<file path="src/rtl/data_pipe_dispatch.sv">
// One-to-eight valid/ready dispatcher: a two-entry skid buffer feeds the master
// selected by sw, with a registered upstream ready and a path latched only while empty.
module data_pipe_dispatch #(
    parameter int DSIZE = 8
) (
    input  logic             clock,
    input  logic             rst,
    input  logic             clk_en,
    input  logic             vld_sw,
    input  logic [2:0]       sw,
    output logic [2:0]       curr_path,
    output logic             busy,
    input  logic             s00_valid,
    input  logic [DSIZE-1:0] s00_data,
    output logic             s00_ready,
    output logic             m00_valid,
    output logic [DSIZE-1:0] m00_data,
    input  logic             m00_ready,
    output logic             m01_valid,
    output logic [DSIZE-1:0] m01_data,
    input  logic             m01_ready,
    output logic             m02_valid,
    output logic [DSIZE-1:0] m02_data,
    input  logic             m02_ready,
    output logic             m03_valid,
    output logic [DSIZE-1:0] m03_data,
    input  logic             m03_ready,
    output logic             m04_valid,
    output logic [DSIZE-1:0] m04_data,
    input  logic             m04_ready,
    output logic             m05_valid,
    output logic [DSIZE-1:0] m05_data,
    input  logic             m05_ready,
    output logic             m06_valid,
    output logic [DSIZE-1:0] m06_data,
    input  logic             m06_ready,
    output logic             m07_valid,
    output logic [DSIZE-1:0] m07_data,
    input  logic             m07_ready
);

    typedef enum logic [1:0] {IDLE, EMPTY, ONE, TWO} state_t;

    state_t           state;
    state_t           state_nxt;
    logic [DSIZE-1:0] main_reg;
    logic [DSIZE-1:0] skid_reg;
    logic             ready_reg;
    logic [2:0]       path_reg;
    logic             accept;
    logic             deliver;
    logic [7:0]       ready_vec;
    logic [7:0]       valid_vec;

    assign ready_vec = {m07_ready, m06_ready, m05_ready, m04_ready,
                        m03_ready, m02_ready, m01_ready, m00_ready};

    assign busy    = (state == ONE) || (state == TWO);
    assign accept  = s00_valid & ready_reg & clk_en;
    assign deliver = busy & ready_vec[path_reg] & clk_en;

    always_comb begin
        state_nxt = state;
        case (state)
            IDLE:    if (clk_en) state_nxt = EMPTY;
            EMPTY:   if (accept) state_nxt = ONE;
            ONE: begin
                if (accept && !deliver)
                    state_nxt = TWO;
                else if (deliver && !accept)
                    state_nxt = EMPTY;
            end
            TWO:     if (deliver) state_nxt = ONE;
            default: state_nxt = IDLE;
        endcase
    end

    // Ready is precomputed for the next state so it can be a plain flop; while
    // disabled it may only drop, never rise.
    always_ff @(posedge clock) begin
        if (rst) begin
            state     <= IDLE;
            main_reg  <= '0;
            skid_reg  <= '0;
            ready_reg <= 1'b0;
            path_reg  <= 3'd0;
        end else begin
            state <= state_nxt;
            if (clk_en) begin
                ready_reg <= (state_nxt == EMPTY || state_nxt == ONE) ? vld_sw : 1'b0;
                if (state_nxt == EMPTY)
                    path_reg <= sw;
            end else begin
                ready_reg <= ready_reg & vld_sw;
            end
            if (accept && (state == EMPTY || deliver))
                main_reg <= s00_data;
            else if (accept)
                skid_reg <= s00_data;
            else if (state == TWO && deliver)
                main_reg <= skid_reg;
        end
    end

    assign valid_vec = busy ? (8'd1 << path_reg) : 8'd0;
    assign curr_path = path_reg;
    assign s00_ready = ready_reg;

    assign {m07_valid, m06_valid, m05_valid, m04_valid,
            m03_valid, m02_valid, m01_valid, m00_valid} = valid_vec;

    assign m00_data = main_reg;
    assign m01_data = main_reg;
    assign m02_data = main_reg;
    assign m03_data = main_reg;
    assign m04_data = main_reg;
    assign m05_data = main_reg;
    assign m06_data = main_reg;
    assign m07_data = main_reg;

endmodule
</file>
<file path="config.mk">
export PLATFORM = sky130hd
export DESIGN_NAME = data_pipe_dispatch
export DESIGN_NICKNAME = d
export VERILOG_FILES = /design/src/rtl/data_pipe_dispatch.sv
export SDC_FILE = /design/constraint.sdc
export NUM_CORES = 1
export LEC_CHECK = 0
export ABC_CLOCK_PERIOD_IN_PS = 2560
export BUFFER_PORTS_ARGS = -buffer_cell sky130_fd_sc_hd__clkbuf_2
export CAP_MARGIN = 20
export CORE_MARGIN = 4
export CORE_UTILIZATION = 43
export CTS_BUF_LIST = sky130_fd_sc_hd__clkbuf_16
export DETAILED_ROUTE_END_ITERATION = 6
export PLACE_DENSITY = 0.79
export SETUP_SLACK_MARGIN = 0.1
export SYNTH_ARGS = -nofsm -noshare
export SYNTH_HDL_FRONTEND = slang
export SYNTH_SLANG_ARGS = --single-unit
</file>
<file path="constraint.sdc">
create_clock -name clock -period 2.56 [get_ports clock]
set_input_delay 0.128 -clock clock [delete_from_list [all_inputs] [get_ports clock]]
set_output_delay 0.128 -clock clock [all_outputs]
set_load 0.05 [all_outputs]
</file>
==> results of run 1 <==
==> stage by stage <==
stage / cells / utilization / power, mW / hold slack [ns]
finish: 282 / 0.503 / 0.928 / 0.0787
global route: 282 / 0.503 / 0.967 / 0.0943
CTS: 282 / 0.501 / 0.937 / 0.0801
detailed placement: 278 / 0.472 / 0.500 / 0.349
global placement: 278 / 0.472 / 0.498 / 0.340
floorplan: 194 / - / 0.473 / 0.207
==> per-layer routing <==
layer / vias to the layer above / track usage / part of all wire
li1: 701 / - / -
met1: 616 / 0.173 / 0.40
met2: 64 / 0.243 / 0.51
met3: 3 / 0.0348 / 0.084
met4: 0 / 0.0304 / 0.0042
met5: - / 0 / 0
==> critical path, delay by kind of cell, from the launching register on <==
kind | cells | cell delay [ns]
AND/OR/NAND/NOR | 1 | 0.10
adder cells (fa/ha/maj) | 1 | 0.29
multiplexers | 2 | 0.60
flip-flops | 1 | 0.40
AO/OA/AOI/OAI | 3 | 0.76
==> worst min path at each step <==
stage                     end  depth (start not counted)  startpoint
finish              s00_ready                          3      vld_sw
global route        s00_ready                          3      vld_sw
CTS                 s00_ready                          3      vld_sw
detailed placement  s00_ready                          3      vld_sw
global placement    s00_ready                          3      vld_sw
floorplan            state[0]                          1         rst
==> layout make-up <==
cell class / instances / area, um2
Fill cell: 370 / 1810
Multi-Input combinational cell: 104 / 694
Tap cell: 48 / 60.1
Clock buffer: 3 / 75.1
Timing Repair Buffer: 102 / 515
Sequential cell: 22 / 445
Clock inverter: 1 / 30.0
Inverter: 2 / 7.51
==> placed cells by master (no fill, tap or decap) <==
| cell type | Yosys | layout |
|---|---|---|
| dfxtp_2 | 0 | 1 |
| o22ai_2 | 1 | 1 |
| a21oi_1 | 13 | 12 |
| a221oi_2 | 8 | 8 |
| dfxtp_4 | 0 | 1 |
| inv_1 | 2 | 2 |
| or2b_1 | 1 | 1 |
| nor4_1 | 1 | 1 |
| o32a_1 | 1 | 1 |
| nand3_1 | 14 | 14 |
| and3b_1 | 1 | 1 |
| clkbuf_2 | 0 | 100 |
| o21bai_1 | 1 | 1 |
| and3_1 | 1 | 1 |
| nor2_1 | 16 | 16 |
| mux2i_1 | 10 | 10 |
| a211oi_2 | 1 | 1 |
| dfxtp_1 | 22 | 20 |
| ha_1 | 1 | 1 |
| clkbuf_16 | 0 | 3 |
| mux2_2 | 2 | 2 |
| a2111oi_0 | 1 | 1 |
| nand2b_1 | 4 | 4 |
| a21oi_2 | 0 | 1 |
| nand2_2 | 1 | 1 |
| o21ai_0 | 8 | 8 |
| bufinv_16 | 0 | 1 |
| nor3_1 | 3 | 3 |
| nand2_1 | 10 | 10 |
| o22ai_1 | 1 | 1 |
| a21o_1 | 2 | 2 |
| and2_1 | 1 | 1 |
| a31o_2 | 1 | 1 |
| buf_4 | 57 | 2 |
==> report_power, final <==
group | internal (mW) | switching [mW] | leakage, nW
Combinational | 0.0382 | 0.0924 | 0.633
Clock | 0.310 | 0.125 | 0.0511
Sequential | 0.350 | 0.0121 | 0.179
Total | 0.698 | 0.230 | 0.864
==> cell families after synthesis <==
| kind of cell | count (synthesis) |
|---|---|
| simple gates | 53 |
| compound gates | 38 |
| buf+inv | 68 |
| flops | 22 |
| fa+ha+maj | 1 |
| mux | 12 |
==> timing repair <==
action / in CTS / in global routing
setup endpoints to repair: 0 / 2
gates resized for setup: 0 / 2
hold buffers: 0 / 0
==> flow_summary.ini, run 1 <==
[critical_path]
r2r-end = s00_ready
cp-end-kind = flip-flop
critPathLaunch = curr_path[0]
endpoint = s00_ready
required_ns = 2.70
max_stage_delay_ns = 0.40
start_kind = flip-flop
arrival_ns = 2.41
reg2regPathDepth = 7
crit_chain = mux2_2 -> o22ai_2 -> a21o_1 -> mux2i_1 -> nor3_1 -> ha_1 -> a2111oi_0
rr_startpoint = curr_path[0]
critical_path_class = flip-flop to flip-flop
crit_slowest_cell = dfxtp_4
crit_fanout = 11
rrSetupSlack_ns = 0.29

[status]
status = complete, no violations

[sta]
min_period_over_period = 0.888
hold_viol = 0
setup_viol = 0
relSlewSlack = 0.638
tns_ns = 0
skew_ns = 0.00102
layout_min_cycle_time_ns = 2.27
max_freq_ghz = 0.440
rsz0062_at_grt = no
slew_violations = 0
worst_slew_pin_slew_ns = 0.542
fin_ws_ns = 0.285

[yosys]
synthCells = 194
synth_xor_area_frac = 0
yosysSeqAreaShare = 0.273
yosysWarnings = 0
synth.most_common_cell = buf_4
synth_area_leaders = dfxtp_1, buf_4, a221oi_2, mux2i_1, nand3_1
synthTopCellsByCount = buf_4, dfxtp_1, nor2_1
synth_top_cell_area_share = 0.273
synth_mux_area_frac = 0.0759
syn-num-nets = 219
synth_area_um2 = 1620
synth_top_family_by_area = buffers and inverters
synthSimpleGateAreaFrac = 0.154
synth_edf_count = 0
synthArstFlopShare = 0
synth-seq-cells = 22
yosys.area.top_type = dfxtp_1
synth_flop_cell = dfxtp_1
synth.distinct_cells = 31
synth_fa_ha_area_frac = 0.00775
avgSynthCellArea_um2 = 8.33
synth_compound_gate_area_share = 0.190

[clocking]
root_buffer = clkbuf_16
post_cts_buffers = 0
cts_sinks = 22
tritoncts = done
clock_latency_ns = 0.25
cts_buffers = 3
clock_path_buffers = 2
path_clk_slew_ns = 0.06
htreeDepth = 1

[route]
ant_nets = 0
drt_iter0_drc = 56
avgViaCountPerCell = 4.91
wire_per_inst_um = 12.6
drt_first_pass_iters = 4
drc = 0
route.vias.total = 1384
drt_wl_total_um = 3540

[final_layout]
diodes = 0
finalNetCount = 260
area_growth_pct = 13.2
drive_gt1_frac = 0.526
final_area_um2 = 1830

[placed_design]
port_buffers = 100
gp_congestion = 0.782
dp_hpwl_um = 2670
dp_slack_ns = 0.244
dpl_cell_area_um2 = 1720

[die]
die_y_um = 69.3
num_rows = 22
die_x_um = 69.3
die-area_um2 = 4800
start_util = 0.445
design.core.area_um2 = 3630
pin_count = 101

[global_route]
antenna_found_initial = 0
grt_max_degree = 23
overflow = 0
gr-usage-all-layers = 0.139
grt_pass1_vias = 1223
grt_pass1_wl_um = 5690

[pwr]
p_leak_nw = 0.864
irDropWorstVdd_mv = 0.241
power.density_nw_per_um2 = 508

[worst_hold_path]
hold_class = primary input to flip-flop

[job]
maxCapViolations = 0
Note: power is estimated with default switching activity, not from simulation.
==> run 2, diff against run 1 <==
--- a/config.mk
+++ b/config.mk
@@ -5,14 +5,14 @@
 export SDC_FILE = /design/constraint.sdc
 export NUM_CORES = 1
 export LEC_CHECK = 0
-export ABC_CLOCK_PERIOD_IN_PS = 2560
+export ABC_CLOCK_PERIOD_IN_PS = 2900
 export BUFFER_PORTS_ARGS = -buffer_cell sky130_fd_sc_hd__clkbuf_2
 export CAP_MARGIN = 20
 export CORE_MARGIN = 4
-export CORE_UTILIZATION = 43
+export CORE_UTILIZATION = 46
 export CTS_BUF_LIST = sky130_fd_sc_hd__clkbuf_16
 export DETAILED_ROUTE_END_ITERATION = 6
-export PLACE_DENSITY = 0.79
+export PLACE_DENSITY = 0.83
 export SETUP_SLACK_MARGIN = 0.1
 export SYNTH_ARGS = -nofsm -noshare
 export SYNTH_HDL_FRONTEND = slang
==> constraint.sdc (replaced) <==
create_clock -name clock -period 2.9 [get_ports clock]
set_input_delay 0.145 -clock clock [delete_from_list [all_inputs] [get_ports clock]]
set_output_delay 0.145 -clock clock [all_outputs]
set_load 0.05 [all_outputs]
==> run 2 against run 1 <==
Clock power decreased by 11%. Non-clock buffer count did not move. Sequential power is 12% lower. Design area decreased by 0.62%.
==> flow_summary.ini, run 2 (synthesis gave the netlist of run 1 again) <==
[placed_design]
port_buffers = 100
dpl_cell_area_um2 = 1710
dp_hpwl_um = 2670
gp_congestion = 0.761

[clocking]
tritoncts = done
path_clk_slew_ns = 0.06
ctsHoldBuffers = 0
cts_buffers = 3
clock_latency_ns = 0.26
htreeDepth = 1
post_cts_buffers = 0
root_buffer = clkbuf_16
ctsResizeCount = 0
cts_sinks = 22
clock_path_buffers = 2

[sta]
layout_min_cycle_time_ns = 2.47
skew_ns = 0.00316
timing.hold.ws_ns = 0.0910
setup_viol = 0
hold_viol = 0
relSlewSlack = 0.607
slew_violations = 0
min_period_over_period = 0.852
rsz0062_at_grt = no
max_freq_ghz = 0.405
tns_ns = 0
worst_slew_pin_slew_ns = 0.589

[route]
wire_per_inst_um = 12.4
route.vias.total = 1381
drt_first_pass_iters = 5
drc = 0
avgViaCountPerCell = 4.93
ant_nets = 0
drt_iter0_drc = 37
drt_wl_total_um = 3460

[die]
pin_count = 101
start_util = 0.480
die_x_um = 67.3
die_y_um = 67.3
design.core.area_um2 = 3360
num_rows = 21
die-area_um2 = 4520

[global_route]
antenna_found_initial = 0
overflow = 0
grt_pass1_vias = 1149
grt_max_degree = 23
gr-usage-all-layers = 0.144
grt_pass1_wl_um = 5080

[status]
status = complete, no violations

[final_layout]
multi_input_area_um2 = 691
drive_gt1_frac = 0.513
final_common_cell = clkbuf_2
area_growth_pct = 12.5
final_cell_mix = clkbuf_2, dfxtp_1, nor2_1
seqCellArea_um2 = 440
diodes = 0
final_area_um2 = 1820
num-fill-cells = 323
finalNetCount = 260

[pwr]
switching_share = 0.248
switchingPower_mw = 0.203
seq_power_share = 0.389
p_leak_nw = 0.863
pwr-share-clk = 0.471
power.density_nw_per_um2 = 451
total_power_mw = 0.820
combPwrFrac = 0.140
irDropWorstVdd_mv = 0.251
p_int_mw = 0.616

[critical_path]
reg2regPathDepth = 6
crit_fanout = 11
critical_path_class = flip-flop to flip-flop
cp-end-kind = flip-flop
arrival_ns = 2.61
start_kind = flip-flop
required_ns = 3.04

[worst_hold_path]
hold_depth = 3
hold_class = primary input to flip-flop

[job]
maxCapViolations = 0
run 2: critical path, stage by stage, from the launching register on:
cell and delay [ns]:
dfxtp_1 0.52, mux2i_1 0.13, o32a_1 0.38, a21oi_1 0.49
a31o_2 0.27, ha_1 0.22, a2111oi_0 0.35
run 2: stage by stage:
stage	util	setup WS (ns)	cells
after CTS	0.540	0.433	280
after global routing	0.540	0.247	280
after global placement	0.509	0.532	276
after detailed placement	0.509	0.449	276
after floorplan	-	0.278	194
final	0.540	0.429	280
run 2: worst paths after layout:
kind | from | end | slack, ns
worst max-delay path | curr_path[0] | s00_ready | 0.43
worst min register to register | skid_reg[2] | skid_reg[2] | 0.48
worst min-delay path | vld_sw | s00_ready | 0.09
worst max register to register | curr_path[0] | s00_ready | 0.43
run 2: area by class of cell:
type,count,area share
sequential,22,0.242
multi-input combinational,104,0.380
clock buffer,3,0.0413
tap,46,0.0317
clock inverter,1,0.0165
inverter,2,0.00413
timing repair buffer,102,0.284
run 2: power by group through the flow:
stage               sequential [mW]  combinational, mW  clock (mW)
floorplan                     0.336             0.0809           0
global placement              0.325              0.114           0
detailed placement            0.326              0.115           0
CTS                           0.319              0.116       0.389
global route                  0.320              0.123       0.401
finish                        0.319              0.115       0.386
run 2: per-layer routing:
metal  part of all wire  vias up  GRT usage  wire length, um
met4             0.0058        0     0.0430               20
met3              0.073        4     0.0283              251
met2               0.51       59      0.263             1770
li1                   -      700          -                -
met5                  0        -          0                0
met1               0.41      618      0.169             1420
